==> src/rtl/lc3_pkg.sv <==
// Shared types for the LC-3 control unit: FSM states, opcodes, select encodings
// and the packed control word produced by the output decoder.
package lc3_pkg;

  typedef enum logic [3:0] {
    S_FETCH0, S_FETCH1, S_FETCH2, S_DECODE, S_EXEC, S_BR, S_JMP,
    S_LEA, S_ADDR, S_MEM, S_WB, S_STDAT, S_STWR
  } state_e;

  localparam logic [3:0] OP_BR  = 4'b0000;
  localparam logic [3:0] OP_ADD = 4'b0001;
  localparam logic [3:0] OP_LD  = 4'b0010;
  localparam logic [3:0] OP_ST  = 4'b0011;
  localparam logic [3:0] OP_AND = 4'b0101;
  localparam logic [3:0] OP_LDR = 4'b0110;
  localparam logic [3:0] OP_STR = 4'b0111;
  localparam logic [3:0] OP_NOT = 4'b1001;
  localparam logic [3:0] OP_JMP = 4'b1100;
  localparam logic [3:0] OP_LEA = 4'b1110;

  localparam logic [1:0] ALU_ADD  = 2'b00;
  localparam logic [1:0] ALU_AND  = 2'b01;
  localparam logic [1:0] ALU_NOT  = 2'b10;
  localparam logic [1:0] ALU_PASS = 2'b11;

  localparam logic [1:0] PC_INC = 2'b00;
  localparam logic [1:0] PC_EAB = 2'b01;
  localparam logic [1:0] PC_BUS = 2'b10;

  localparam logic [1:0] EAB2_ZERO  = 2'b00;
  localparam logic [1:0] EAB2_OFF6  = 2'b01;
  localparam logic [1:0] EAB2_OFF9  = 2'b10;
  localparam logic [1:0] EAB2_OFF11 = 2'b11;

  typedef struct packed {
    logic       ena_marm, ena_pc, ena_mdr, ena_alu;
    logic       ld_mar, ld_mdr, ld_ir, ld_pc;
    logic       flag_we, reg_we, mem_we;
    logic       sel_mar, sel_mdr, sel_eab1;
    logic [1:0] sel_eab2;
    logic [1:0] sel_pc;
    logic [2:0] dr, sr1, sr2;
    logic [1:0] alu_ctrl;
    logic       illegal_op;
  } ctrl_t;

  function automatic logic is_supported(input logic [3:0] op);
    case (op)
      OP_BR, OP_ADD, OP_LD, OP_ST, OP_AND, OP_LDR,
      OP_STR, OP_NOT, OP_JMP, OP_LEA: return 1'b1;
      default:                        return 1'b0;
    endcase
  endfunction

endpackage

==> src/rtl/lc3_ctrl_outdec.sv <==
// Combinational control-word decoder: maps (state, IR, NZP, last wait cycle)
// onto every datapath control line.
module lc3_ctrl_outdec
  import lc3_pkg::*;
(
  input  state_e      state_i,
  input  logic [15:0] ir_i,
  input  logic        n_i,
  input  logic        z_i,
  input  logic        p_i,
  input  logic        last_wait_i,
  output ctrl_t       cw_o
);

  logic [3:0] op;
  logic       unused_ir;
  assign op        = ir_i[15:12];
  assign unused_ir = ^ir_i[5:3];

  always_comb begin
    // NOTE: every field gets a default first, so no path through the case infers a latch.
    cw_o = '0;
    case (state_i)
      S_FETCH0: begin
        cw_o.ena_pc = 1'b1;
        cw_o.ld_mar = 1'b1;
      end
      S_FETCH1: begin
        cw_o.sel_mdr = 1'b1;
        cw_o.sel_pc  = PC_INC;
        cw_o.ld_mdr  = last_wait_i;
        cw_o.ld_pc   = last_wait_i;
      end
      S_FETCH2: begin
        cw_o.ena_mdr = 1'b1;
        cw_o.ld_ir   = 1'b1;
      end
      S_DECODE: cw_o.illegal_op = ~is_supported(op);
      S_EXEC: begin
        cw_o.sr1      = ir_i[8:6];
        cw_o.sr2      = ir_i[2:0];
        cw_o.dr       = ir_i[11:9];
        cw_o.alu_ctrl = (op == OP_AND) ? ALU_AND : (op == OP_NOT) ? ALU_NOT : ALU_ADD;
        cw_o.ena_alu  = 1'b1;
        cw_o.reg_we   = 1'b1;
        cw_o.flag_we  = 1'b1;
      end
      S_BR: begin
        if ((ir_i[11] & n_i) | (ir_i[10] & z_i) | (ir_i[9] & p_i)) begin
          cw_o.ld_pc    = 1'b1;
          cw_o.sel_pc   = PC_EAB;
          cw_o.sel_eab1 = 1'b0;
          cw_o.sel_eab2 = EAB2_OFF9;
        end
      end
      S_JMP: begin
        cw_o.sr1      = ir_i[8:6];
        cw_o.sel_eab1 = 1'b1;
        cw_o.sel_eab2 = EAB2_ZERO;
        cw_o.sel_pc   = PC_EAB;
        cw_o.ld_pc    = 1'b1;
      end
      S_LEA: begin
        cw_o.sel_eab2 = EAB2_OFF9;
        cw_o.ena_marm = 1'b1;
        cw_o.dr       = ir_i[11:9];
        cw_o.reg_we   = 1'b1;
        cw_o.flag_we  = 1'b1;
      end
      S_ADDR: begin
        cw_o.ena_marm = 1'b1;
        cw_o.ld_mar   = 1'b1;
        // Base+offset forms (LDR/STR) take the base register on EAB1.
        if (op == OP_LDR || op == OP_STR) begin
          cw_o.sel_eab1 = 1'b1;
          cw_o.sr1      = ir_i[8:6];
          cw_o.sel_eab2 = EAB2_OFF6;
        end else begin
          cw_o.sel_eab2 = EAB2_OFF9;
        end
      end
      S_MEM: begin
        cw_o.sel_mdr = 1'b1;
        cw_o.ld_mdr  = last_wait_i;
      end
      S_WB: begin
        cw_o.ena_mdr = 1'b1;
        cw_o.dr      = ir_i[11:9];
        cw_o.reg_we  = 1'b1;
        cw_o.flag_we = 1'b1;
      end
      S_STDAT: begin
        cw_o.sr1      = ir_i[11:9];
        cw_o.alu_ctrl = ALU_PASS;
        cw_o.ena_alu  = 1'b1;
        cw_o.ld_mdr   = 1'b1;
      end
      S_STWR:  cw_o.mem_we = last_wait_i;
      default: cw_o = '0;
    endcase
  end

endmodule

==> src/rtl/lc3_controller.sv <==
// LC-3 control unit: holds the FSM state and memory wait counter; the output
// decoder turns them into datapath controls, forced to zero while in reset.
module lc3_controller
  import lc3_pkg::*;
#(
  parameter int MEM_WAIT = 0
) (
  input  logic        clk,
  input  logic        rst,
  input  logic [15:0] IR,
  input  logic        N,
  input  logic        Z,
  input  logic        P,
  output logic        enaMARM,
  output logic        enaPC,
  output logic        enaMDR,
  output logic        enaALU,
  output logic        ldMAR,
  output logic        ldMDR,
  output logic        ldIR,
  output logic        ldPC,
  output logic        flagWE,
  output logic        regWE,
  output logic        memWE,
  output logic        selMAR,
  output logic        selMDR,
  output logic        selEAB1,
  output logic [1:0]  selEAB2,
  output logic [1:0]  selPC,
  output logic [2:0]  DR,
  output logic [2:0]  SR1,
  output logic [2:0]  SR2,
  output logic [1:0]  ALUctrl,
  output logic        illegalOp
);

  localparam logic [3:0] WAIT_INIT = 4'(MEM_WAIT);

  state_e     state_q, state_d;
  logic [3:0] cnt_q, cnt_d;
  logic       last_wait;
  ctrl_t      cw_dec, cw;

  assign last_wait = (cnt_q == 4'd0);

  always_comb begin
    state_d = state_q;
    cnt_d   = cnt_q;
    case (state_q)
      S_FETCH0: state_d = S_FETCH1;
      S_FETCH1: if (last_wait) state_d = S_FETCH2;
      S_FETCH2: state_d = S_DECODE;
      S_DECODE: begin
        case (IR[15:12])
          OP_ADD, OP_AND, OP_NOT:     state_d = S_EXEC;
          OP_BR:                      state_d = S_BR;
          OP_JMP:                     state_d = S_JMP;
          OP_LEA:                     state_d = S_LEA;
          OP_LD, OP_LDR, OP_ST, OP_STR: state_d = S_ADDR;
          default:                    state_d = S_FETCH0;
        endcase
      end
      S_ADDR:  state_d = (IR[15:12] == OP_LD || IR[15:12] == OP_LDR) ? S_MEM : S_STDAT;
      S_MEM:   if (last_wait) state_d = S_WB;
      S_STDAT: state_d = S_STWR;
      S_STWR:  if (last_wait) state_d = S_FETCH0;
      default: state_d = S_FETCH0;
    endcase

    // The counter reloads only on entry to an access state, so a stall
    // self-loop keeps counting down to the strobe cycle.
    if (state_d != state_q && (state_d == S_FETCH1 || state_d == S_MEM || state_d == S_STWR))
      cnt_d = WAIT_INIT;
    else if (!last_wait)
      cnt_d = cnt_q - 4'd1;
  end

  always_ff @(posedge clk or posedge rst) begin
    if (rst) begin
      state_q <= S_FETCH0;
      cnt_q   <= 4'd0;
    end else begin
      // NOTE: non-blocking updates keep every register sampling pre-edge values.
      state_q <= state_d;
      cnt_q   <= cnt_d;
    end
  end

  lc3_ctrl_outdec u_outdec (
    .state_i     (state_q),
    .ir_i        (IR),
    .n_i         (N),
    .z_i         (Z),
    .p_i         (P),
    .last_wait_i (last_wait),
    .cw_o        (cw_dec)
  );

  assign cw = rst ? '0 : cw_dec;

  assign enaMARM   = cw.ena_marm;
  assign enaPC     = cw.ena_pc;
  assign enaMDR    = cw.ena_mdr;
  assign enaALU    = cw.ena_alu;
  assign ldMAR     = cw.ld_mar;
  assign ldMDR     = cw.ld_mdr;
  assign ldIR      = cw.ld_ir;
  assign ldPC      = cw.ld_pc;
  assign flagWE    = cw.flag_we;
  assign regWE     = cw.reg_we;
  assign memWE     = cw.mem_we;
  assign selMAR    = cw.sel_mar;
  assign selMDR    = cw.sel_mdr;
  assign selEAB1   = cw.sel_eab1;
  assign selEAB2   = cw.sel_eab2;
  assign selPC     = cw.sel_pc;
  assign DR        = cw.dr;
  assign SR1       = cw.sr1;
  assign SR2       = cw.sr2;
  assign ALUctrl   = cw.alu_ctrl;
  assign illegalOp = cw.illegal_op;

endmodule

==> config.mk <==
export PLATFORM = sky130hd
export DESIGN_NAME = lc3_controller
export DESIGN_NICKNAME = d
export VERILOG_FILES = /design/src/rtl/lc3_pkg.sv /design/src/rtl/lc3_ctrl_outdec.sv /design/src/rtl/lc3_controller.sv
export SDC_FILE = /design/constraint.sdc
export NUM_CORES = 1
export LEC_CHECK = 0
export ABC_CLOCK_PERIOD_IN_PS = 2500
export CORE_ASPECT_RATIO = 0.6
export CORE_MARGIN = 3
export CORE_UTILIZATION = 43
export CTS_CLUSTER_SIZE = 20
export DETAILED_ROUTE_END_ITERATION = 6
export MAX_ROUTING_LAYER = met4
export PLACE_DENSITY = 0.8
export SLEW_MARGIN = 20
export SYNTH_ARGS = -nofsm -noshare
export SYNTH_HDL_FRONTEND = slang
export SYNTH_HIERARCHICAL = 1
export SYNTH_SLANG_ARGS = --single-unit
==> constraint.sdc <==
create_clock -name clk -period 2.5 [get_ports clk]
set_input_delay 0.375 -clock clk [delete_from_list [all_inputs] [get_ports clk]]
set_output_delay 0.375 -clock clk [all_outputs]
set_load 0.01 [all_outputs]
==> summary.txt <==
Placed design
  – Final GP Congestion: 0.904
  – Port Buffer Count: 45
  – DP Wirelength: a little under 3000 um

Clock tree
  – Root Driver: clkbuf_8
  – CTS tree: built
  – CTS Buffer Depth: 2
  – Clk Latency, worst-skew pair: 0.23 ns
  – Clock sinks: 8
  – Clk pin slew, worst setup/hold paths: 0.04 ns
  – H-tree levels: 1
  – CTS Buf Count: 3
  – Cts-stage hold buffer count: 0

Synthesis
  – Cells after synthesis: 172
  – Synth Warn #: 6
  – Cell area after synthesis: 0.00125 mm^2
  – Post-synthesis sequential area ratio: between 10% and 20%
  – Avg Inst Size Synth: about 7.3 um^2
  – Ys async rst share: 100%
  – Top_reg_cell synth: dfrtp_1
  – Number of synthesized flops with an enable pin: 0
  – Synth Register Bits: 8
  – Distinct cell type count after synthesis: 49

Final layout
  – Layout cell share with drive strength beyond 1: 17.3%
  – ANT cells: 0
  – Nets: 250
  – Layout fillers: between 200 and 250
  – Synthesis-to-finish area growth: 51.4%

Critical path
  – CP Max Fanout: 14
  – Reg2reg end: cnt_q[1]
  – RR Startpoint: cnt_q[0]
  – CP Class: reg2out
  – CP endpoint kind: output pin
  – Startpoint class of the critical path: flop
  – Req. time, crit path: 2.12 ns
  – Flop-to-flop setup slack: 0.61 ns
  – Critical path data arrival time: 2.02 ns
  – Register-to-Register Path Depth: 9

Job
  – Max-cap viol count: 0

Hold path
  – Worst hold start: cnt_q[1]
  – Min-Delay Path Depth: 2
  – Hold path endpoint: cnt_q[1]
  – Hold Crit Class: reg2reg

Power and ir drop
  – P per Cell Area: 747 mW/mm^2
  – Pwr Total: 1410 uW
  – Maximum VDD drop: 0.511 mV
  – Leakage: roughly 0.00097 uW

Global routing
  – Vias in the first global route: 1,209
  – First-pass GRT wire length: 5530 um
  – Initial antenna violation count: 0
  – GRT overflow: 0
  – Gr usage total: a little over a fifth
  – Largest net degree at the start of global routing: 32

Floorplanning
  – Die area: 0.00361 mm^2
  – # IOs: between 50 and 60
  – DIE WIDTH: 75.6 um
  – Total core area: 0.00263 mm^2
  – FP Rows: 14
  – DIE HEIGHT: 47.8 um
  – Initial Util: 47.6%

Route
  – Initial DRC Count: 85
  – DRC: 0
  – Final WL: 3680 um
  – Routed Antenna Nets: 0
  – DRT Pass-1 Iters: 4
  – Vias per cell: 5.55
  – DR vias: ~1,400
  – Routed length per instance: around 14 um

Timing
  – WHS: just over 0.6 ns
  – Slew Limit Fails: 0
  – Tmin final: 2.40 ns
  – Final setup fails: 0
  – Final Hold Fails: 0
  – Worst Skew: 0.00121 ns
  – Fmax: 0.417 GHz
  – Tcrit/Tclk final: 95.9%

Status
  – Status: complete, no violations
kinds of logic (layout without fill, tap and decap cells):
group / after synthesis / in the layout / synth area share [%]
flip-flops: 8 / 8 / 16.0
buffers and inverters: 24 / 77 / 9.31
XOR/XNOR: 1 / 1 / 0.701
AO/OA/AOI/OAI: 42 / 42 / 25.9
adder cells (fa/ha/maj): 1 / 1 / 1.00
AND/OR/NAND/NOR: 95 / 95 / 46.7
other: 1 / 2 / 0.300
metrics by stage:
step / area (um^2) / setup slack (ns) / TNS, ns / cells / util (%)
3_3_place_gp: 1800 / -0.264 / -0.705 / 255 / 68.7
2_1_floorplan: 1250 / 0.548 / 0 / 173 / -
4_1_cts: 1850 / 0.00515 / 0 / 258 / 70.3
3_5_place_dp: 1800 / -0.294 / -1.06 / 255 / 68.7
6_report: 1890 / 0.103 / 0 / 258 / 72.0
5_1_grt: 1890 / -0.000759 / -0.000759 / 258 / 72.0
cell usage after synthesis (all sizes together), types with 3 or more instances:
cell type | n | area [um^2]
nor2b | 37 | 231
nor2 | 12 | 45.0
inv | 11 | 41.3
nand2 | 11 | 41.3
o21ai | 10 | 61.3
a21oi | 9 | 45.0
buf | 8 | 56.3
dfrtp | 8 | 200
nand2b | 8 | 50.1
clkbuf | 5 | 18.8
a21o | 4 | 30.0
a31oi | 4 | 40.0
or3 | 4 | 25.0
and3 | 3 | 18.8
nand3b | 3 | 22.5
nor3 | 3 | 15.0
registers in the layout, indices dropped and copies added (netlist names):
name / cells
state_q: 4
cnt_q: 4
timing repair:
| item | 4_1_cts | 5_1_grt |
|---|---|---|
| setup buffers | 0 | 0 |
| resized for setup | 14 | 18 |
| endpoints found under the setup margin | 10 | 14 |
| pin swaps | 0 | 1 |
worst max-delay path by stage:
stage          slack (ns)  cells past startpoint   endpoint  startpoint
4_1_cts             0.005                      6    selEAB1      IR[15]
3_3_place_gp        -0.26                      6  illegalOp      IR[15]
2_1_floorplan        0.55                      4     SR1[0]  state_q[2]
3_5_place_dp        -0.29                      6  illegalOp      IR[15]
5_1_grt           -0.0008                      7     SR2[0]  state_q[1]
6_report             0.10                      7     SR2[0]  state_q[1]
power breakdown:
part           internal (uW)  switching [uW]
Combinational            505             570
Clock                    105            53.9
Sequential               159            19.9
layout by cell type, fill, tap and decap left out, drive strengths merged, types with 2 or more instances in the layout:
| cell type | count |
|---|---|
| nand3b | 3 |
| conb | 2 |
| inv | 11 |
| nor3 | 3 |
| nor2 | 12 |
| dlygate4sd2 | 8 |
| nand3 | 2 |
| clkdlybuf4s50 | 26 |
| o32a | 2 |
| nand4b | 2 |
| nor2b | 37 |
| buf | 19 |
| nand2 | 11 |
| o21ai | 10 |
| nand2b | 8 |
| dlymetal6s2s | 10 |
| a31oi | 4 |
| clkbuf | 3 |
| dfrtp | 8 |
| o21a | 2 |
| a21oi | 9 |
| and3 | 3 |
| or4b | 2 |
| a21o | 4 |
| or3 | 4 |
worst max-delay path, cell delays in order (launching register included):
cell	delay, ns
dfrtp_1	0.37
buf_4	0.18
buf_4	0.18
nor2_2	0.13
buf_4	0.14
and3_1	0.13
nor2b_1	0.12
clkdlybuf4s50_1	0.54
layout make-up:
class                      count  area, um^2  share of cell area (%)
clock buffer                   3        41.3                    2.18
inverter                      11        41.3                    2.18
multi-input combinational    141         958                    50.7
sequential                     8         200                    10.6
tap                           32        40.0                    2.12
timing repair buffer          63         611                    32.3
per-layer routing:
layer	share of wire (%)	wire, um	track usage [%]	vias to the layer above
li1	-	-	-	712
met1	48	1760	27.8	675
met2	46	1710	33.4	45
met3	5.5	203	3.98	0
met4	0	0	3.48	0
met5	0	0	-	-
No activity file was read; power rests on OpenSTA's default activity.
